==> src/rtl/pool_pkg.sv <==
// Shared definitions for the 2x2 max-pooling stage: FSM states, pool geometry
// and a signed-max helper.
package pool_pkg;

    typedef enum logic [1:0] {
        S_IDLE,
        S_RUN,
        S_HOLD,
        S_FLUSH
    } pool_state_t;

    localparam int POOL_DIM = 2;
    localparam int SMAX_W   = 32;

    // Callers sign-extend into SMAX_W bits and truncate the result back.
    function automatic logic signed [SMAX_W-1:0] smax(
        input logic signed [SMAX_W-1:0] a,
        input logic signed [SMAX_W-1:0] b
    );
        return (a > b) ? a : b;
    endfunction

endpackage

==> src/rtl/pool_linebuf.sv <==
// Half-width line buffer holding per-channel horizontal maxima of the previous
// even row; one synchronous write port, one combinational read port.
module pool_linebuf #(
    parameter int channels      = 5,
    parameter int depth         = 14,
    parameter int datatype_size = 4,
    parameter int CH_W          = (channels > 1) ? $clog2(channels) : 1,
    parameter int IDX_W         = (depth > 1) ? $clog2(depth) : 1
) (
    input  logic                     clk,
    input  logic                     i_we,
    input  logic [CH_W-1:0]          i_wr_ch,
    input  logic [IDX_W-1:0]         i_wr_idx,
    input  logic [datatype_size-1:0] i_wr_data,
    input  logic [CH_W-1:0]          i_rd_ch,
    input  logic [IDX_W-1:0]         i_rd_idx,
    output logic [datatype_size-1:0] o_rd_data
);

    logic [datatype_size-1:0] mem_q [channels][depth];

    always_ff @(posedge clk) begin
        if (i_we) begin
            mem_q[i_wr_ch][i_wr_idx] <= i_wr_data;
        end
    end

    always_comb begin
        o_rd_data = mem_q[i_rd_ch][i_rd_idx];
    end

endmodule

==> src/rtl/maxpool_layer.sv <==
// Streaming 2x2 stride-2 max-pooling stage with per-channel one-hot write-out.
// Build option: define MAXPOOL_RELU_EN to clamp pooled results at zero.
module maxpool_layer
    import pool_pkg::*;
#(
    parameter int channels      = 5,
    parameter int img_width     = 28,
    parameter int datatype_size = 4
) (
    input  logic                                    clk,
    input  logic                                    rst,
    input  logic                                    i_start,
    input  logic                                    i_valid,
    input  logic [datatype_size-1:0]                i_data,
    output logic                                    o_ready,
    input  logic                                    i_next_busy,
    output logic [channels-1:0]                     o_ibuf_we,
    output logic [channels-1:0][datatype_size-1:0]  o_ibuf_wr_data,
    output logic                                    o_busy,
    output logic                                    o_done
);

    localparam int CH_W  = (channels > 1) ? $clog2(channels) : 1;
    localparam int COL_W = (img_width > 1) ? $clog2(img_width) : 1;
    localparam int HALF  = img_width / POOL_DIM;
    localparam int IDX_W = (HALF > 1) ? $clog2(HALF) : 1;
    localparam logic [CH_W-1:0]  CH_LAST  = CH_W'(channels - 1);
    localparam logic [COL_W-1:0] POS_LAST = COL_W'(img_width - 1);

    generate
        if (img_width % POOL_DIM != 0) begin : g_odd_width
            $error("maxpool_layer: img_width must be even");
        end
    endgenerate

    pool_state_t state_q, state_d;
    logic [CH_W-1:0]  ch_q, ch_d;
    logic [COL_W-1:0] col_q, col_d;
    logic [COL_W-1:0] row_q, row_d;
    logic signed [datatype_size-1:0] hreg_q [channels];
    logic signed [datatype_size-1:0] hreg_d [channels];
    logic             pend_q, pend_d;
    logic [CH_W-1:0]  lane_q, lane_d;
    logic [channels-1:0][datatype_size-1:0] wr_data_q, wr_data_d;

    logic xfer, emit, last_sample, lb_we;
    logic [IDX_W-1:0] lb_idx;
    logic signed [datatype_size-1:0] x, h_cur, h_max, lb_rd, pooled, pooled_out;

    pool_linebuf #(
        .channels      (channels),
        .depth         (HALF),
        .datatype_size (datatype_size)
    ) u_linebuf (
        .clk       (clk),
        .i_we      (lb_we),
        .i_wr_ch   (ch_q),
        .i_wr_idx  (lb_idx),
        .i_wr_data (h_max),
        .i_rd_ch   (ch_q),
        .i_rd_idx  (lb_idx),
        .o_rd_data (lb_rd)
    );

    always_comb begin
        x      = signed'(i_data);
        h_cur  = hreg_q[ch_q];
        lb_idx = IDX_W'(col_q >> 1);
        h_max  = datatype_size'(smax(SMAX_W'(h_cur), SMAX_W'(x)));
        pooled = datatype_size'(smax(SMAX_W'(lb_rd), SMAX_W'(h_max)));
`ifdef MAXPOOL_RELU_EN
        pooled_out = pooled[datatype_size-1] ? '0 : pooled;
`else
        pooled_out = pooled;
`endif
    end

    always_comb begin
        state_d   = state_q;
        ch_d      = ch_q;
        col_d     = col_q;
        row_d     = row_q;
        hreg_d    = hreg_q;
        pend_d    = pend_q;
        lane_d    = lane_q;
        wr_data_d = wr_data_q;
        o_ready   = 1'b0;
        o_done    = 1'b0;
        emit      = 1'b0;
        lb_we     = 1'b0;
        last_sample = (row_q == POS_LAST) && (col_q == POS_LAST) && (ch_q == CH_LAST);

        // o_ready drops combinationally when a pending write meets downstream
        // backpressure, so a new result can never overwrite an unsent one.
        unique case (state_q)
            S_IDLE: begin
                if (i_start) begin
                    ch_d    = '0;
                    col_d   = '0;
                    row_d   = '0;
                    state_d = S_RUN;
                end
            end
            S_RUN: begin
                o_ready = !(pend_q && i_next_busy);
                emit    = pend_q && !i_next_busy;
                if (pend_q && i_next_busy) begin
                    state_d = S_HOLD;
                end
            end
            S_HOLD: begin
                emit = pend_q && !i_next_busy;
                if (!i_next_busy) begin
                    state_d = S_RUN;
                end
            end
            S_FLUSH: begin
                emit = pend_q && !i_next_busy;
                if (!pend_q) begin
                    o_done  = 1'b1;
                    state_d = S_IDLE;
                end
            end
            default: state_d = S_IDLE;
        endcase

        xfer = i_valid && o_ready;
        if (emit) begin
            pend_d = 1'b0;
        end

        if (xfer) begin
            if (!col_q[0]) begin
                hreg_d[ch_q] = x;
            end else if (!row_q[0]) begin
                lb_we = 1'b1;
            end else begin
                // Lane data updates at load; other lanes keep their last value.
                pend_d          = 1'b1;
                lane_d          = ch_q;
                wr_data_d[ch_q] = pooled_out;
            end

            if (ch_q == CH_LAST) begin
                ch_d = '0;
                if (col_q == POS_LAST) begin
                    col_d = '0;
                    row_d = (row_q == POS_LAST) ? '0 : row_q + 1'b1;
                end else begin
                    col_d = col_q + 1'b1;
                end
            end else begin
                ch_d = ch_q + 1'b1;
            end

            if (last_sample) begin
                state_d = S_FLUSH;
            end
        end
    end

    always_comb begin
        for (int unsigned i = 0; i < channels; i++) begin
            o_ibuf_we[i] = emit && (lane_q == CH_W'(i));
        end
        o_ibuf_wr_data = wr_data_q;
        o_busy         = (state_q != S_IDLE);
    end

    always_ff @(posedge clk or posedge rst) begin
        if (rst) begin
            state_q   <= S_IDLE;
            ch_q      <= '0;
            col_q     <= '0;
            row_q     <= '0;
            hreg_q    <= '{default: '0};
            pend_q    <= 1'b0;
            lane_q    <= '0;
            wr_data_q <= '0;
        end else begin
            state_q   <= state_d;
            ch_q      <= ch_d;
            col_q     <= col_d;
            row_q     <= row_d;
            hreg_q    <= hreg_d;
            pend_q    <= pend_d;
            lane_q    <= lane_d;
            wr_data_q <= wr_data_d;
        end
    end

endmodule
==> config.mk <==
export PLATFORM = sky130hd
export DESIGN_NAME = maxpool_layer
export DESIGN_NICKNAME = d
export VERILOG_FILES = /design/src/rtl/pool_pkg.sv /design/src/rtl/pool_linebuf.sv /design/src/rtl/maxpool_layer.sv
export SDC_FILE = /design/constraint.sdc
export NUM_CORES = 1
export LEC_CHECK = 0
export BUFFER_PORTS_ARGS = -buffer_cell sky130_fd_sc_hd__clkbuf_2
export CAP_MARGIN = 15
export CORE_MARGIN = 10
export CORE_UTILIZATION = 45
export DETAILED_ROUTE_END_ITERATION = 16
export GPL_ROUTABILITY_DRIVEN = 0
export GPL_TIMING_DRIVEN = 0
export REMOVE_ABC_BUFFERS = 1
export SYNTH_ARGS = -nofsm -noshare
export SYNTH_HDL_FRONTEND = slang
export SYNTH_HIERARCHICAL = 1
export SYNTH_SLANG_ARGS = --single-unit
==> constraint.sdc <==
create_clock -name clk -period 5.2 [get_ports clk]
set_input_delay 0.26 -clock clk [delete_from_list [all_inputs] [get_ports clk]]
set_output_delay 0.26 -clock clk [all_outputs]
set_load 0.05 [all_outputs]
==> flow_metrics.py, run 1 <==
metrics = {
    "outcome": {
        "outcome": "completed",
    },
    "yosys": {
        "syn_area_um2": 14400,
        "synth_edf_count": 280,
        "ys.flop_type": "edfxtp_1",
        "synthDistinctLibCells": 60,
        "synth-seq-area-share": 0.687,
        "synth_xor_area_frac": 0,
        "ys_ff_latch": 339,
        "syn_area_per_cell_um2": 16.1,
        "synthMuxAreaShare": 0.147,
        "synth_compound_area_frac": 0.0493,
        "synth_cells": 893,
        "synth_warnings": 6,
        "post_synth_fa_ha_maj_area_fraction": 0.0104,
        "yosys.area_share.simple": 0.0871,
        "synth_top_family_by_area": "multiplexers",
        "async_flop_share": 0.174,
    },
    "placement": {
        "hpwl_um": 19100,
        "dpl-instance-area_um2": 15100,
        "portBuffers": 36,
    },
    "route": {
        "wl_um": 30200,
        "drc": 0,
        "vias_per_cell": 5.80,
        "firstDrtPassIters": 5,
        "vias": 7923,
        "drtIter0Drc": 569,
        "drt-wirelength-per-cell_um": 22.1,
        "antenna_left": 0,
    },
    "sta": {
        "rsz0062_at_grt": "no",
        "period_needed_ns": 4.86,
        "slew_headroom": 0.242,
        "skew_ns": 0.0226,
        "drv_slew": 0,
        "finalSetupTns_ns": 0,
        "tightest_slew_ns": 1.13,
        "min_period_over_period": 0.935,
        "setup_viol": 0,
        "hold_violations": 0,
        "clock.fmax_mhz": 206,
    },
    "cells_and_area": {
        "multi_input_area_um2": 4230,
        "synthToLayoutAreaGrowth_pct": 13.1,
        "antenna_cells": 0,
        "nets": 958,
        "fillers": 2664,
        "mostFrequentLayoutCells": "280 x edfxtp_1, 107 x nor2_1, 68 x mux4_2",
        "layout_commonest_cell": "edfxtp_1",
        "ff_latch_area_um2": 9900,
        "final_area_um2": 16300,
        "drive_gt1_frac": 0.233,
    },
    "global_route": {
        "grtUsageTotal": 0.157,
        "grt_pass1_wl_um": 48100,
        "grt-ovfl-total": 0,
        "grt_start_max_net_pins": 49,
        "antenna_found_initial": 0,
        "grt_pass1_vias": 8095,
    },
    "critical_path": {
        "end_kind": "flip-flop",
        "path_class": "reg2reg",
        "start_kind": "flip-flop",
        "worstPathMaxFanout": 44,
        "required_ns": 5.63,
        "worstPathArrival_ns": 5.29,
    },
    "pwr": {
        "power.density_nw_per_um2": 684,
        "p_clk_frac": 0.225,
        "swShare": 0.356,
        "power_frac_comb": 0.357,
        "internal-power_mw": 7.17,
        "total_power_mw": 11.1,
        "seq_power_share": 0.418,
        "peakVddDrop_mv": 0.896,
        "p_leak_nw": 5.42,
        "power.switching_mw": 3.96,
    },
    "cts": {
        "clock_path_buffers": 3,
        "cts.sinks": 339,
        "cts_tree": "built",
        "root_buffer": "clkbuf_16",
        "cts_setup_buffers": 0,
        "htree_levels": 2,
        "clk_pin_slew_ns": 0.06,
        "cts_buffers": 36,
        "clkLatencyLatePin_ns": 0.53,
    },
    "floorplan": {
        "num_rows": 65,
        "initial_core_util": 0.456,
        "design.die.area_um2": 39500,
        "ioPinCount": 37,
        "die_y_um": 199,
        "core-area_um2": 31600,
        "dieWidth_um": 199,
    },
    "job": {
        "max_cap_violations": 0,
    },
    "hold_path": {
        "hp-class": "in2reg",
    },
}
-- worst paths after layout --
| kind | slack (ns) | from | end | depth (start not counted) |
|---|---|---|---|---|
| max in group asynchronous | 4.34 | rst | hreg_q[0]$_DFFE_PP0P_ | 4 |
| max reg2reg | 0.34 | ch_q[1]$_DFFE_PP0P_ | o_ibuf_wr_data[2]$_DFFE_PP0P_ | 16 |
| min reg2reg | 0.50 | hreg_q[2]$_DFFE_PP0P_ | hreg_q[2]$_DFFE_PP0P_ | 1 |
| min | 0.06 | i_next_busy | pend_q$_DFF_PP0_ | 3 |
| max | 0.34 | ch_q[1]$_DFFE_PP0P_ | o_ibuf_wr_data[2]$_DFFE_PP0P_ | 16 |
| min in group asynchronous | 0.29 | rst | row_q[2]$_DFF_PP0_ | 3 |
-- worst max-delay path, cell delays in order, from the launching register on --
cell and delay [ns]:
dfrtp_4 0.65, buf_16 0.28, inv_1 0.21, nand2_1 0.18
o21ai_1 0.38, ha_1 0.32, nor2b_1 0.13, o21ai_0 0.43
a21o_1 0.31, or2_2 0.16, nand2_1 0.06, ha_1 0.34
and3b_1 0.21, a2111oi_2 0.37, o22a_1 0.27, o211ai_1 0.24
a31oi_1 0.24
-- per-layer routing --
metal | vias to the layer above | GRT usage | part of all wire
li1 | 3590 | - | -
met5 | - | 0 | 0
met3 | 59 | 0.0311 | 0.061
met4 | 0 | 0.0455 | 0.024
met1 | 4071 | 0.217 | 0.45
met2 | 203 | 0.247 | 0.47
-- per-stage QoR --
| stage | hold WS (ns) | setup WS [ns] | utilization | cells |
|---|---|---|---|---|
| 6_report | 0.0646 | 0.339 | 0.516 | 1366 |
| 5_1_grt | 0.0819 | 0.0147 | 0.516 | 1366 |
| 4_1_cts | 0.0500 | 0.165 | 0.516 | 1366 |
| 3_5_place_dp | 0.281 | -0.0190 | 0.478 | 1300 |
| 3_3_place_gp | 0.483 | -4.68 | 0.471 | 1291 |
| 2_1_floorplan | 0.410 | -1.51 | - | 853 |
-- kinds of logic after synthesis --
logic type,count (synthesis)
and+or+nand+nor,255
buffers and inverters,57
DFF,339
adders and majority gates,12
AOI/OAI and AO/OA,108
muxes,122
-- sequential cells by signal, summed over array words and instances (netlist names), 2 cells and up --
| register | cells |
|---|---|
| hreg_q | 20 |
| u_linebuf/mem_q | 280 |
| state_q | 2 |
| col_q | 5 |
| o_ibuf_wr_data | 20 |
| lane_q | 3 |
| ch_q | 3 |
| row_q | 5 |
-- power by group through the flow --
stage / logic, mW / registers (mW) / clock network, mW
after floorplan: 2.32 / 4.78 / 0
after global placement: 3.21 / 4.70 / 0
after detailed placement: 4.01 / 4.72 / 0
after CTS: 4.03 / 4.66 / 2.57
after global routing: 4.37 / 4.68 / 2.69
final: 3.97 / 4.65 / 2.51
-- Yosys cell counts, drive strengths merged (4+ instances only) --
cell	instances	area [µm²]
mux2i	24	240
nor3	9	50.1
mux2	30	338
dfrtp	59	1480
o21ai	24	120
or2	5	31.3
buf	25	158
clkbuf	15	56.3
nand4	6	43.8
edfxtp	280	8410
nor2	111	447
a22oi	5	37.5
nand2b	5	31.3
nor2b	12	75.1
nand3	15	87.6
nor4	6	62.6
a21oi	13	65.1
or3	4	30.0
nand2	60	225
a31oi	25	156
o211ai	13	97.6
and2	6	37.5
inv	17	63.8
ha	12	150
mux4	68	1530
a211oi	4	30.0
-- repair_timing --
action | in CTS | in global routing
endpoints found under the hold margin | 18 | 0
resized for setup | 1 | 1
gates cloned | 0 | 0
hold buffers | 1 | 0
setup endpoints to repair | 9 | 20
-- layout make-up --
type	instances	share of cell area
Inverter	17	0.00392
Multi-Input combinational cell	497	0.260
Timing Repair Buffer	46	0.0251
Sequential cell	339	0.608
Tap cell	402	0.0309
Clock inverter	19	0.0125
Clock buffer	46	0.0590
Power figures use the tool's default switching activity.
==> run 2, diff against run 1 <==
REMOVE_ABC_BUFFERS = not set   (was 1)
SLEW_MARGIN = 20   (was not set)
clock period = 5.51 ns   (was 5.2 ns; I/O delays follow)
==> run 2 against run 1 <==
First-iteration DRC count increased by 40%. Register-to-register slack improved by 0.36 ns. Sequential power decreased by 8.4%. Setup slack improved by 0.36 ns. Non-clock buffer count increased by 34. Design area increased by 0.10%. Power decreased by 6.2%.
==> flow_metrics.py, run 2 (synthesis gave the netlist of run 1 again) <==
metrics = {
    "outcome": {
        "outcome": "completed",
    },
    "cells_and_area": {
        "antenna_cells": 0,
        "mostFrequentLayoutCells": "280 x edfxtp_1, 107 x nor2_1, 68 x mux4_2",
        "multi_input_area_um2": 4240,
        "fillers": 2632,
        "synthToLayoutAreaGrowth_pct": 13.2,
        "largest_register": "u_linebuf/mem_q",
        "nets": 994,
        "final_area_um2": 16300,
        "layout_commonest_cell": "edfxtp_1",
        "ff_latch_area_um2": 9880,
        "drive_gt1_frac": 0.236,
        "largest_reg_flops": 280,
    },
    "sta": {
        "hold_violations": 0,
        "rsz0062_at_grt": "no",
        "min_period_over_period": 0.873,
        "setup_viol": 0,
        "period_needed_ns": 4.81,
        "skew_ns": 0.0224,
        "drv_slew": 0,
        "tightest_slew_ns": 0.979,
        "finalWorstSetupSlack_ns": 0.702,
        "clock.fmax_mhz": 208,
        "slew_headroom": 0.348,
        "finalSetupTns_ns": 0,
    },
    "critical_path": {
        "start_kind": "flip-flop",
        "r2r_cells": 15,
        "r2r-end": "o_ibuf_wr_data[19]$_DFFE_PP0P_",
        "required_ns": 5.95,
        "path_class": "reg2reg",
        "worstPathMaxFanout": 14,
        "worstPathArrival_ns": 5.24,
        "r2r-start": "ch_q[0]$_DFFE_PP0P_",
        "ff2ff_setup_slack_ns": 0.70,
        "cpPeakStageDelay_ns": 0.80,
        "end_kind": "flip-flop",
        "slowest_stage": "dfrtp_1",
        "crit_chain": "clkbuf_1 -> a211oi_1 -> o31ai_1 -> ha_1 -> nand4_1 -> nand2_1 -> a21o_1 -> or2_2 -> nand2_1 -> ha_1 -> and3b_1 -> a2111oi_2 -> o22a_1 -> o211ai_1 -> a31oi_1",
    },
    "pwr": {
        "p_leak_nw": 5.47,
        "power.density_nw_per_um2": 641,
        "power_frac_comb": 0.371,
        "seq_power_share": 0.408,
        "total_power_mw": 10.4,
        "peakVddDrop_mv": 0.752,
        "p_clk_frac": 0.220,
        "swShare": 0.363,
        "power.switching_mw": 3.79,
        "internal-power_mw": 6.65,
    },
    "hold_path": {
        "hp-class": "in2reg",
        "holdPathEnd": "state_q[1]$_DFF_PP0_",
        "hold_path_depth": 3,
        "hp-start": "i_next_busy",
    },
    "cts": {
        "post_cts_resized": 0,
        "postCtsHoldBufs": 1,
        "cts_setup_buffers": 0,
        "root_buffer": "clkbuf_16",
        "cts.sinks": 339,
        "cts_buffers": 38,
        "clkLatencyLatePin_ns": 0.53,
        "cts_tree": "built",
        "clock_path_buffers": 3,
        "htree_levels": 2,
        "clk_pin_slew_ns": 0.06,
    },
    "global_route": {
        "antenna_found_initial": 1,
        "busiest_layer": "met2",
        "grt_use_met2": 0.266,
        "grt_start_max_net_pins": 71,
        "grtUsageMet1": 0.247,
        "grt-ovfl-total": 0,
        "grt_use_met3": 0.0319,
        "grtUsageTotal": 0.172,
        "grt_pass1_vias": 8037,
        "grt_pass1_wl_um": 50900,
    },
    "floorplan": {
        "core-area_um2": 31600,
        "initial_core_util": 0.456,
        "dieWidth_um": 199,
        "num_rows": 65,
        "design.die.area_um2": 39500,
        "ioPinCount": 37,
        "die_y_um": 199,
    },
    "route": {
        "antenna_left": 0,
        "drc": 0,
        "vias": 8284,
        "firstDrtPassIters": 6,
        "drt-wirelength-per-cell_um": 23.9,
        "vias_per_cell": 5.91,
        "wl_um": 33500,
        "drtIter0Drc": 799,
    },
    "placement": {
        "hpwl_um": 22400,
        "dpl-instance-area_um2": 15200,
        "pre_cts_ws_ns": 0.716,
        "portBuffers": 36,
    },
    "yosys": {
        "synth_nets": 914,
    },
    "job": {
        "max_cap_violations": 0,
    },
}
-- run 2: per-layer routing --
layer | up-vias | part of all wire | wire, µm
met5 | - | 0 | 0
met4 | 0 | 0.018 | 599
met3 | 53 | 0.072 | 2400
met2 | 297 | 0.47 | 15800
met1 | 4257 | 0.44 | 14700
li1 | 3677 | - | -
-- run 2: power groups by stage --
stage	clock network [mW]	registers [mW]	logic, mW
after floorplan	0	4.33	2.41
after global placement	0	4.22	3.42
after detailed placement	0	4.31	3.92
after CTS	2.35	4.26	3.91
after global routing	2.45	4.28	4.26
final	2.30	4.26	3.87
-- run 2: layout make-up --
type                    count  area share
flip-flops and latches    339       0.607
multi-input cells         497       0.260
clock buffers              48      0.0607
well taps                 402      0.0309
repair buffers             40      0.0158
plain buffers              40      0.0131
clock inverters            19     0.00830
inverters                  17     0.00407
-- run 2: critical path: cells and delay by family, from the launching register on --
kind	cells	cell delay (ns)
and+or+nand+nor	5	0.85
adders and majority gates	2	0.63
AOI/OAI and AO/OA	7	2.01
buffers and inverters	1	0.43
DFF	1	0.80
-- run 2: worst max path at each step --
stage                                           to  cells after the start  slack, ns           startpoint
floorplan           o_ibuf_wr_data[10]$_DFFE_PP0P_                     16       0.81  ch_q[1]$_DFFE_PP0P_
global placement    o_ibuf_wr_data[16]$_DFFE_PP0P_                     16      -0.90  ch_q[1]$_DFFE_PP0P_
detailed placement  o_ibuf_wr_data[19]$_DFFE_PP0P_                     17       0.72  ch_q[1]$_DFFE_PP0P_
CTS                 o_ibuf_wr_data[19]$_DFFE_PP0P_                     17       0.69  ch_q[1]$_DFFE_PP0P_
global route        o_ibuf_wr_data[18]$_DFFE_PP0P_                     17       0.24  ch_q[1]$_DFFE_PP0P_
finish              o_ibuf_wr_data[19]$_DFFE_PP0P_                     15       0.70  ch_q[0]$_DFFE_PP0P_
-- run 2: per-stage QoR --
step	instances	hold slack (ns)	utilization
after CTS	1402	0.0579	0.516
final	1402	0.0706	0.516
after global placement	1331	0.484	0.477
after detailed placement	1334	0.237	0.480
after global routing	1402	0.0920	0.516
after floorplan	893	0.426	-
==> run 3, diff against run 2 <==
CORE_UTILIZATION = 40   (was 45)
==> run 3 against run 2 <==
Power rose by 1.1%. Global-route usage fell by 2.3 points. Flip-flop and latch count is the same. Clock skew about the same. Sequential power barely moved. Via count is 0.13% lower. First-iteration DRC count up 1.6%. Cell count increased by 4.2%. Design area is 0.78% higher. Clock-buffer cell count is 2 higher. Critical path type unchanged. Highest routed layer unchanged.
==> flow_metrics.py, run 3 (synthesis gave the netlist of run 1 again) <==
metrics = {
    "cts": {
        "cts_buffers": 37,
        "clkLatencyLatePin_ns": 0.52,
        "cts_setup_buffers": 0,
        "clock_path_buffers": 3,
        "cts_tree": "built",
        "cts.sinks": 339,
        "root_buffer": "clkbuf_16",
        "clk_pin_slew_ns": 0.06,
        "htree_levels": 2,
    },
    "cells_and_area": {
        "largest_register": "u_linebuf/mem_q",
        "mostFrequentLayoutCells": "280 x edfxtp_1, 107 x nor2_1, 68 x mux4_2",
        "antenna_cells": 0,
        "largest_reg_flops": 280,
        "layout_commonest_cell": "edfxtp_1",
        "synthToLayoutAreaGrowth_pct": 14.1,
        "nets": 993,
        "final_area_um2": 16400,
        "fillers": 3026,
        "drive_gt1_frac": 0.238,
    },
    "floorplan": {
        "die_y_um": 210,
        "ioPinCount": 37,
        "core-area_um2": 35500,
        "initial_core_util": 0.405,
        "num_rows": 69,
        "design.die.area_um2": 43900,
        "dieWidth_um": 210,
    },
    "critical_path": {
        "end_kind": "flip-flop",
        "worstPathMaxFanout": 10,
        "cpPeakStageDelay_ns": 0.48,
        "endpoint": "o_ibuf_wr_data[13]$_DFFE_PP0P_",
        "r2r_cells": 17,
        "required_ns": 5.93,
        "slowest_stage": "dfrtp_1",
        "start_kind": "flip-flop",
        "ff2ff_setup_slack_ns": 0.44,
        "crit_chain": "buf_2 -> buf_2 -> inv_1 -> nand2_1 -> o21ai_0 -> ha_1 -> nor2b_1 -> o21ai_0 -> a21o_1 -> or2_2 -> nand2_1 -> ha_1 -> and3b_1 -> a2111oi_2 -> o22a_1 -> o211ai_1 -> a31oi_1",
        "crit_start": "ch_q[1]$_DFFE_PP0P_",
        "worstPathArrival_ns": 5.49,
        "path_class": "reg2reg",
        "r2r-start": "ch_q[1]$_DFFE_PP0P_",
        "r2r-end": "o_ibuf_wr_data[13]$_DFFE_PP0P_",
    },
    "route": {
        "dr.max_layer_used": "met4",
        "met3_length_um": 2470,
        "wl_um": 33900,
        "met2_length_um": 15900,
        "drc": 0,
        "firstDrtPassIters": 5,
        "drt-wirelength-per-cell_um": 23.2,
        "drtIter0Drc": 812,
        "vias": 8273,
        "vias_per_cell": 5.66,
        "wl_met1_um": 14700,
        "antenna_left": 0,
    },
    "placement": {
        "hpwl_um": 22000,
        "portBuffers": 36,
        "dpl-instance-area_um2": 15200,
    },
    "global_route": {
        "grt_start_max_net_pins": 72,
        "grt-ovfl-total": 0,
        "grt_pass1_vias": 7969,
        "grtUsageTotal": 0.149,
        "grt_pass1_wl_um": 50600,
        "antenna_found_initial": 0,
    },
    "pwr": {
        "internal-power_mw": 6.70,
        "seq_power_share": 0.405,
        "peakVddDrop_mv": 0.885,
        "power.density_nw_per_um2": 643,
        "power_frac_comb": 0.365,
        "swShare": 0.365,
        "p_leak_nw": 5.50,
        "power.switching_mw": 3.85,
        "total_power_mw": 10.6,
        "p_clk_frac": 0.230,
    },
    "sta": {
        "hold_violations": 0,
        "min_period_over_period": 0.920,
        "rsz0062_at_grt": "no",
        "setup_viol": 0,
        "holdWs_ns": 0.0917,
        "period_needed_ns": 5.07,
        "drv_slew": 0,
        "clock.fmax_mhz": 197,
        "skew_ns": 0.0221,
        "finalSetupTns_ns": 0,
        "slew_headroom": 0.408,
        "tightest_slew_ns": 0.887,
    },
    "job": {
        "max_cap_violations": 0,
    },
    "yosys": {
        "synth_nets": 914,
    },
    "hold_path": {
        "hp-class": "in2reg",
    },
    "outcome": {
        "outcome": "completed",
    },
}
[run 3: final cells by class]
cell class | count | area [µm²] | area share
repair buffers | 38 | 218 | 0.0133
clock inverters | 17 | 208 | 0.0127
flip-flops and latches | 339 | 9890 | 0.602
clock buffers | 50 | 985 | 0.0600
multi-input cells | 499 | 4260 | 0.259
plain buffers | 40 | 214 | 0.0130
well taps | 461 | 577 | 0.0351
inverters | 17 | 66.3 | 0.00404
[run 3: per-stage QoR]
| step | utilization | std cells | setup slack [ns] |
|---|---|---|---|
| after floorplan | - | 893 | 0.813 |
| after global placement | 0.427 | 1390 | -0.859 |
| after global routing | 0.462 | 1461 | 0.0524 |
| final | 0.462 | 1461 | 0.439 |
| after CTS | 0.462 | 1459 | 0.234 |
| after detailed placement | 0.428 | 1391 | 0.258 |
[run 3: worst min-delay path by stage]
stage / slack (ns) / from / endpoint / depth (start not counted)
after CTS: 0.07 / i_next_busy / pend_q$_DFF_PP0_ / 3
after global routing: 0.1 / i_next_busy / pend_q$_DFF_PP0_ / 3
final: 0.09 / i_start / state_q[0]$_DFF_PP0_ / 3
after floorplan: 0.43 / i_data[0] / hreg_q[0]$_DFFE_PP0P_ / 1
after global placement: 0.48 / hreg_q[2]$_DFFE_PP0P_ / hreg_q[2]$_DFFE_PP0P_ / 1
after detailed placement: 0.16 / rst / o_ibuf_wr_data[6]$_DFFE_PP0P_ / 2
[run 3: timing repair]
item	in CTS	in global routing
gates resized for setup	0	2
hold buffers	1	0
setup endpoints to repair	0	20
hold endpoints to repair	59	0
[run 3: power groups by stage]
stage                     Combinational, mW  Clock (mW)  Sequential [mW]
after floorplan                        2.41           0             4.33
after global placement                 3.40           0             4.25
after detailed placement               3.73           0             4.33
after CTS                              3.72        2.47             4.27
after global routing                   4.22        2.59             4.29
final                                  3.86        2.42             4.27
[run 3: layer usage]
metal / vias up / GRT usage
met2: 313 / 0.234
met4: 0 / 0.0432
met3: 54 / 0.0279
met1: 4229 / 0.207
met5: - / 0
li1: 3677 / -
[run 3: critical path, delay by kind of cell (launching register included)]
family,cells,cell delay [ns]
simple gates,5,0.76
flops,1,0.48
compound gates,7,2.40
buf+inv,3,0.62
fa+ha+maj,2,0.68
